<file path="src/rtl/fetch_unit.sv">
// Instruction fetch front end: sequential PC, word-read requests to imem, in-order response buffer.
// Latency: a response in cycle N is presented to decode in cycle N+2 (empty buffer, no stall).
// Backpressure: stall freezes the output registers; requests stop once the buffer is full or in-flight hits BUF_DEPTH.
//
// Ports:
//   clk, rst              clock (rising edge) and asynchronous active-high reset
//   redirect_valid/addr   restart fetch at a new word address; flushes buffer, drops in-flight responses
//   stall                 decode cannot accept; insn_valid/insn_addr/insn hold their values
//   mem_req_*             read request channel (valid/ready), word address
//   mem_rsp_*             in-order read data, never backpressured
//   insn_valid/addr/insn  registered instruction handed to decode

module fetch_unit #(
    parameter int                    ADDR_WIDTH = 32,
    parameter logic [ADDR_WIDTH-1:0] RESET_ADDR = 'h0,
    parameter int                    BUF_DEPTH  = 4
) (
    input  logic                  clk,
    input  logic                  rst,
    input  logic                  redirect_valid,
    input  logic [ADDR_WIDTH-3:0] redirect_addr,
    input  logic                  stall,
    output logic                  mem_req_valid,
    input  logic                  mem_req_ready,
    output logic [ADDR_WIDTH-3:0] mem_req_addr,
    input  logic                  mem_rsp_valid,
    input  logic [31:0]           mem_rsp_data,
    output logic                  insn_valid,
    output logic [ADDR_WIDTH-3:0] insn_addr,
    output logic [31:0]           insn
);

    localparam int AW = ADDR_WIDTH - 2;
    localparam int PW = $clog2(BUF_DEPTH);

    // Depth expressed at pointer width and at one bit wider for sums.
    localparam logic [PW:0]   DEPTH_P = (PW + 1)'(BUF_DEPTH);
    localparam logic [PW+1:0] DEPTH_X = (PW + 2)'(BUF_DEPTH);

    typedef struct packed {
        logic [AW-1:0] addr;
        logic [31:0]   data;
    } entry_t;

    // ------------------------------------------------------------------
    // State
    // ------------------------------------------------------------------
    logic [AW-1:0]        pc;
    logic [PW:0]          alloc_ptr;
    logic [PW:0]          fill_ptr;
    logic [PW:0]          head_ptr;
    logic [PW:0]          drop_cnt;
    logic [BUF_DEPTH-1:0] filled;
    entry_t               buf_mem [BUF_DEPTH];

    // ------------------------------------------------------------------
    // Derived control
    // ------------------------------------------------------------------
    logic [PW-1:0] alloc_idx;
    logic [PW-1:0] fill_idx;
    logic [PW-1:0] head_idx;
    logic [PW:0]   used;
    logic [PW:0]   outstanding;
    logic [PW+1:0] inflight;
    logic [PW+1:0] redir_sum;
    logic          full;
    logic          req_fire;
    logic          rsp_drop;
    logic          rsp_fill;
    logic          head_rdy;
    logic          pop;

    assign alloc_idx   = alloc_ptr[PW-1:0];
    assign fill_idx    = fill_ptr[PW-1:0];
    assign head_idx    = head_ptr[PW-1:0];

    // Wrap-bit pointers: differences are exact occupancy counts.
    assign used        = alloc_ptr - head_ptr;
    assign outstanding = alloc_ptr - fill_ptr;
    assign full        = (used == DEPTH_P);

    // Old-stream responses still owed plus current-stream requests not yet
    // answered; capping this at the depth keeps drop_cnt bounded.
    assign inflight    = {1'b0, drop_cnt} + {1'b0, outstanding};

    assign mem_req_valid = !rst && !full && !redirect_valid && (inflight < DEPTH_X);
    assign mem_req_addr  = pc;
    assign req_fire      = mem_req_valid && mem_req_ready;

    // A response in a redirect cycle is always discarded; the redirect
    // drop count below already accounts for it.
    assign rsp_drop = mem_rsp_valid && (drop_cnt != '0);
    assign rsp_fill = mem_rsp_valid && (drop_cnt == '0) && !redirect_valid;

    // The filled bit of a slot can be stale once popped, so the head is only
    // trusted while it lies inside the allocated window.
    assign head_rdy = (head_ptr != alloc_ptr) && filled[head_idx];
    assign pop      = !redirect_valid && !stall && head_rdy;

    // Everything still owed by memory becomes droppable on redirect. The
    // request term is zero in practice (redirect blocks mem_req_valid) but
    // keeps the count correct if that gating ever changes.
    assign redir_sum = {1'b0, drop_cnt} + {1'b0, outstanding}
                     + (PW + 2)'(req_fire) - (PW + 2)'(mem_rsp_valid);

    // ------------------------------------------------------------------
    // PC, pointers, drop counter, filled flags
    // ------------------------------------------------------------------
    always_ff @(posedge clk or posedge rst) begin
        if (rst) begin
            pc        <= RESET_ADDR[ADDR_WIDTH-1:2];
            alloc_ptr <= '0;
            fill_ptr  <= '0;
            head_ptr  <= '0;
            drop_cnt  <= '0;
            filled    <= '0;
        end else if (redirect_valid) begin
            pc        <= redirect_addr;
            fill_ptr  <= alloc_ptr;
            head_ptr  <= alloc_ptr;
            drop_cnt  <= redir_sum[PW:0];
            filled    <= '0;
        end else begin
            if (req_fire) begin
                pc                <= pc + AW'(1);
                alloc_ptr         <= alloc_ptr + (PW + 1)'(1);
                filled[alloc_idx] <= 1'b0;
            end
            if (rsp_drop) begin
                drop_cnt <= drop_cnt - (PW + 1)'(1);
            end
            if (rsp_fill) begin
                fill_ptr         <= fill_ptr + (PW + 1)'(1);
                filled[fill_idx] <= 1'b1;
            end
            if (pop) begin
                head_ptr <= head_ptr + (PW + 1)'(1);
            end
        end
    end

    // ------------------------------------------------------------------
    // Entry storage: payload only, validity lives in the pointers/flags.
    // Allocation and fill never target the same slot in one cycle because
    // a fill always refers to an already-allocated entry.
    // ------------------------------------------------------------------
    always_ff @(posedge clk) begin
        if (req_fire) begin
            buf_mem[alloc_idx].addr <= pc;
        end
        if (rsp_fill) begin
            buf_mem[fill_idx].data <= mem_rsp_data;
        end
    end

    // ------------------------------------------------------------------
    // Output registers: redirect > stall > load head > idle
    // ------------------------------------------------------------------
    always_ff @(posedge clk or posedge rst) begin
        if (rst) begin
            insn_valid <= 1'b0;
            insn_addr  <= '0;
            insn       <= '0;
        end else if (redirect_valid) begin
            insn_valid <= 1'b0;
        end else if (stall) begin
            insn_valid <= insn_valid;
        end else if (head_rdy) begin
            insn_valid <= 1'b1;
            insn_addr  <= buf_mem[head_idx].addr;
            insn       <= buf_mem[head_idx].data;
        end else begin
            insn_valid <= 1'b0;
        end
    end

endmodule

</file>
<file path="config.mk">
export PLATFORM = sky130hd
export DESIGN_NAME = fetch_unit
export DESIGN_NICKNAME = d
export VERILOG_FILES = /design/src/rtl/fetch_unit.sv
export SDC_FILE = /design/constraint.sdc
export NUM_CORES = 1
export LEC_CHECK = 0
export BUFFER_PORTS_ARGS = -buffer_cell sky130_fd_sc_hd__buf_4
export CORE_MARGIN = 2
export CORE_UTILIZATION = 35
export CTS_CLUSTER_SIZE = 10
export DETAILED_ROUTE_END_ITERATION = 12
export PLACE_DENSITY = 0.58
export SLEW_MARGIN = 20
export SYNTH_ARGS = -nofsm -noshare
export SYNTH_HDL_FRONTEND = slang
export SYNTH_SLANG_ARGS = --single-unit
</file>
<file path="constraint.sdc">
create_clock -name clk -period 4.35 [get_ports clk]
set_input_delay 0.6525 -clock clk [delete_from_list [all_inputs] [get_ports clk]]
set_output_delay 0.6525 -clock clk [all_outputs]
set_load 0.1 [all_outputs]
</file>
-- Yosys cells after proc, flatten, opt, wreduce, memory -nomap -nowiden
Memory sizes are Yosys's and may differ from the RTL's. A register that Yosys moved wholly into a read port is not among the register bits.
Index checks and enable logic that the tools add are counted.
- word-level logic and storage cells: 81
- memories kept: 1
- output and inout bits: 94
- bits of input ports: 68
- bits in writable memories: 248
- memory bits (read-only): 0
- bits in latches: 0
- flip-flop bits (word level): 47
- add/subtract/negate cells: 10
- bitwise logic cells: 5
- div/mod/pow operators: 0
- shifts and indexed selects: 0
- reductions and logical operators: 24
- mux-type cells: 25
- order comparisons: 6
- $mul: 0
- eq/ne operators: 3
- memories (name ; words ; bits a word ; read ports ; clocked after Yosys merged registers in ; wr ports ; line ; source):
    buf_mem ; 4 ; 62 ; 1 ; 1 ; 2 ; 54 ; entry_t buf_mem [BUF_DEPTH];
- operators with widths (operator ; number):
    $mux 30 ; 2
    $add 30x1->30 const B ; 1
    $mux 3 ; 6
    $mux 4 ; 4
    $logic_and 1x1->1 ; 12
    $mux 1 ; 10
    $add 3x1->3 const B ; 3
    $lt 2x3->1 const B ; 3
    $reduce_bool 2->1 ; 4
    $sub 3x3->3 ; 2
    $add 3x3->4 ; 1
    $and 4x4->4 ; 1
    $demux 1 s2 ; 2
    $ge 2x1->1 const B ; 2
    $logic_not 1->1 ; 4
    $lt 4x3->1 const B ; 1
    $not 4->4 ; 1
    $or 4x4->4 ; 1
    $add 3x1->3 ; 1
    $eq 3x3->1 const B ; 1
    $logic_not 3->1 ; 1
    $ne 3x3->1 ; 1
    $reduce_and 3->1 ; 1
    $reduce_bool 3->1 ; 1
    other kinds (6) ; 7

-- Depth between registers and ports, before layout
- word-level depth: 12
- gate-level depth with buffers: 20

-- Worst setup path after synthesis
Ideal clock, no wire load.
- kind: in2out
- from: in rst
- to: out mem_req_valid
- required time: 3.697 ns
- path buffers: 1
- stages: 4
- arrival: 5.043 ns
- path slack: -1.345 ns
- cells stage by stage: inv_1 > o2111ai_2 > buf_2 > nor2_1
- longest elaborated chain between the ends: 4
- RTL lines (item ; line ; source):
    start, declared ; 19 ; input logic rst,
    $logic_not 1->1 (no line) ; -- ;
    $logic_and 1x1->1 (3 in a row) ; 86 ; assign mem_req_valid = !rst && !full && !redirect_valid && (inflight < DEPTH_X);
    end, declared ; 23 ; output logic mem_req_valid,
Every way passes these cells.

-- Worst setup path in the final report
- from: reg alloc_ptr[0]
- to: out mem_req_valid
- longest elaborated chain between the ends: 6
- RTL lines (item ; line ; source):
    start, declared ; 49 ; logic [PW:0] alloc_ptr;
    start signal, assigned ; 126 ; alloc_ptr <= alloc_ptr + (PW + 1)'(1);
    parallel branches: the longest is 5 deep, another holds $add 3x3->4 ; -- ;
    $logic_and 1x1->1 (*) ; 86 ;
Mark *: on every way between the ends.

==> results_dict.tcl <==
set metrics [dict create \
    status "finished clean" \
    max_stage_delay_ns 0.51 \
    syn_area_per_cell_um2 18.3 \
    cp-end-kind "output pin" \
    grt_pass1_wl_um 49800 \
    die_w_um 206 \
    netlist_area_um2 14300 \
    synth_cells 782 \
    worst_setup_path_start_kind "flip-flop" \
    timing.final.crit_share_pct 92.7 \
    cp_cell_sequence "inv_1 > ha_1 > inv_1 > fa_1 > inv_1 > fa_1 > nor2b_1 > a21o_1 > o2111ai_4 > nor2_2 > buf_4" \
    num_vias 7786 \
    final_nets 1058 \
    coreArea_um2 40600 \
    clock_path_buffers 3 \
    portBuffers 161 \
    whs_path_depth 1 \
    synth_cell_type_count 57 \
    maxCapViolations 0 \
    worst_pin_slew_ns 1.05 \
    syn_to_final_growth_pct 22.1 \
    vias_per_cell 5.08 \
    crit_arrival_ns 3.38 \
    tns_ns 0 \
    finish.utilization_pct 43.1 \
    drtAntennaViolNets 0 \
    r2r_slack_ns 0.52 \
    power_mw 11.2 \
    yosysWarnings 0 \
    critPathMaxFanout 9 \
    synthesis.nets 873 \
    synth_top_area_share_pct 52.0 \
    rsz0062_at_grt "no" \
    overflow 0 \
    holdPathEnd "buf_mem[1][8]" \
    dpl.hpwl_um 20000 \
    ys_top_cells_by_area "edfxtp_1 52%, dfrtp_1 19%, mux4_2 9.9%" \
    crit_family "adder cells" \
    wl_per_cell_um 21.3 \
    antenna_found_initial 0 \
    power_density_nw_per_um2 640 \
    hold_viol 0 \
    cp.buffers_inverters 4 \
    ir_worst_vdd_v 0.000250 \
    yosys_register_bits 357 \
    timing.final.max_slew_violations 0 \
    async_reset_ff_share_pct 30.5 \
    antenna_cells 0 \
    min-delay-path-class "input port to flip-flop" \
    finalClockSkew_ns 0.0178 \
    cts_made_buffers 43 \
    ioPinCount 162 \
    clk_latency_ns 0.56 \
    root_buffer "clkbuf_16" \
    slowest_stage "fa_1" \
    reg2regPathDepth 18 \
    synth-edff-count 248 \
    place.gp.congestion 0.759 \
    layout-drive-gt1-share_pct 37.7 \
    h-tree-depth 2 \
    finalSetupViolations 0 \
    worst_path_most_repeated_cell "inv_1" \
    min-delay-start "mem_rsp_data[8]" \
    maxSlewHeadroom_pct 30.2 \
    cts_tree "built" \
    rows 74 \
    reg2reg_from "alloc_ptr[0]" \
    die_area_um2 42500 \
    required_ns 3.70 \
    fmaxAchievable_mhz 248 \
    hold_slack_ns 0.291 \
    synth_area_leader_cell "edfxtp_1" \
    layout_min_cycle_time_ns 4.03 \
    grt_max_degree 64 \
    wirelength_um 32700 \
    start_util_pct 35.3 \
    grt_pass1_vias 8219 \
    cts.sinks 357 \
    crit_type "flip-flop to output pin" \
    p_leak_nw 6.67 \
    drtPass1Iterations 5 \
    reg2reg_to "drop_cnt[2]" \
    synthFlopType "edfxtp_1" \
    clkTransAtPathRegs_ns 0.06 \
    track_usage_pct 15.8 \
    drc 0 \
    drt-initial-drc-count 455 \
    die_h_um 206 \
    ys_seq_area_share_pct 71.1 \
]
[worst reg2reg max path, stage by stage, from the launching register on]
cell,delay (ns)
dfrtp_1,0.41
inv_1,0.18
ha_1,0.17
inv_1,0.05
fa_1,0.51
inv_1,0.06
fa_1,0.40
nor2b_1,0.18
a21o_1,0.20
o211a_2,0.21
inv_2,0.04
ha_1,0.26
inv_1,0.06
ha_1,0.13
inv_1,0.05
fa_1,0.38
xnor2_1,0.19
xnor2_1,0.14
a21oi_1,0.08
[synth_stat cells, drive strengths merged (4+ instances only)]
| master | number |
|---|---|
| edfxtp | 248 |
| dfrtp | 109 |
| mux4 | 63 |
| mux2 | 62 |
| nand2 | 39 |
| inv | 30 |
| o311ai | 30 |
| ha | 20 |
| buf | 18 |
| clkbuf | 18 |
| nand3 | 16 |
| nor2 | 14 |
| nand4 | 11 |
| mux2i | 9 |
| o21ai | 9 |
| nor4 | 8 |
| xnor2 | 8 |
| a221o | 7 |
| and2 | 7 |
| a31o | 6 |
| a21oi | 5 |
| nor2b | 5 |
| xor2 | 4 |
[repair_timing]
item                       CTS  global route
hold buffers                 0             0
setup endpoints to repair    0             1
buffers inserted             0             0
gates resized for setup      0             1
[per-layer routing]
metal  up-vias  track usage (%)  routed length [um]  share of wire, %
met3        60             3.36                1510               4.6
met2       169             25.9               16200                50
li1       3497                -                   -                 -
met5         -                0                   0                 0
met1      4060             20.5               13900                43
met4         0             6.05                1050               3.2
[placed cells by master, fill, tap and decap left out, types with 3 or more instances in the layout]
| cell type | synthesis | routed |
|---|---|---|
| o311ai_1 | 4 | 4 |
| nand2_1 | 39 | 39 |
| nand3_1 | 16 | 16 |
| buf_4 | 3 | 174 |
| a221o_1 | 6 | 6 |
| clkbuf_1 | 18 | 26 |
| o41ai_1 | 3 | 3 |
| nor2_1 | 14 | 13 |
| mux2_2 | 62 | 62 |
| mux2i_1 | 9 | 9 |
| a21oi_1 | 5 | 5 |
| dfrtp_1 | 109 | 107 |
| clkbuf_16 | 0 | 43 |
| mux4_2 | 63 | 63 |
| inv_1 | 29 | 28 |
| o21ai_0 | 9 | 9 |
| xnor2_1 | 7 | 7 |
| ha_1 | 20 | 20 |
| nor3_1 | 3 | 3 |
| fa_1 | 3 | 3 |
| nor4_1 | 7 | 7 |
| xor2_1 | 3 | 3 |
| nand4_1 | 9 | 9 |
| edfxtp_1 | 248 | 248 |
| o311ai_0 | 26 | 26 |
| and2_2 | 1 | 4 |
| a31o_2 | 5 | 5 |
| inv_6 | 0 | 3 |
| nor2b_1 | 5 | 5 |
| and3_1 | 3 | 3 |
[per-stage QoR]
stage                     instances  setup slack (ns)  cell area [um2]
after CTS                      1532             0.184            17500
final                          1532             0.316            17500
after global routing           1532            0.0864            17500
after global placement         1454             0.674            16200
after floorplan                 782             0.460            14300
after detailed placement       1454             0.595            16200
[registers in the layout, summed over array words and instances, names as in the netlist]
| name | cells |
|---|---|
| alloc_ptr | 3 |
| buf_mem | 248 |
| drop_cnt | 3 |
| fill_ptr | 3 |
| filled | 4 |
| head_ptr | 3 |
| insn | 32 |
| insn_addr | 30 |
| insn_valid | 1 |
| mem_req_addr | 30 |
[cell families after synthesis]
kind of cell	after synthesis	synth area share, %
adder cells (fa/ha/maj)	23	2.17
AO/OA/AOI/OAI	75	4.35
AND/OR/NAND/NOR	115	4.25
multiplexers	134	15.4
XOR/XNOR	12	0.839
buffers and inverters	66	1.88
flip-flops	357	71.1
[power breakdown]
| part | internal [mW] | leakage (nW) | switching [mW] |
|---|---|---|---|
| registers | 4.01 | 3.66 | 0.339 |
| clock network | 1.92 | 0.603 | 1.34 |
| logic | 1.20 | 2.41 | 2.36 |
[worst max-delay path by stage]
stage                  from             to  slack (ns)  depth (start not counted)
5_1_grt        alloc_ptr[0]  mem_req_valid        0.09                         11
4_1_cts        alloc_ptr[0]  mem_req_valid        0.18                         11
6_report       alloc_ptr[0]  mem_req_valid        0.32                         11
3_5_place_dp   alloc_ptr[0]    drop_cnt[2]        0.59                         18
3_3_place_gp   alloc_ptr[0]    drop_cnt[2]        0.67                         18
2_1_floorplan           rst  mem_req_valid        0.46                          4
[area by class of cell]
| class | instances | area [um2] |
|---|---|---|
| Sequential cell | 357 | 10200 |
| Timing Repair Buffer | 176 | 1350 |
| Multi-Input combinational cell | 359 | 3900 |
| Clock buffer | 70 | 1190 |
| Tap cell | 532 | 666 |
| Clock inverter | 8 | 76.3 |
| Inverter | 30 | 116 |
| Fill cell | 3624 | 23100 |
(Power assumes the default switching activity.)
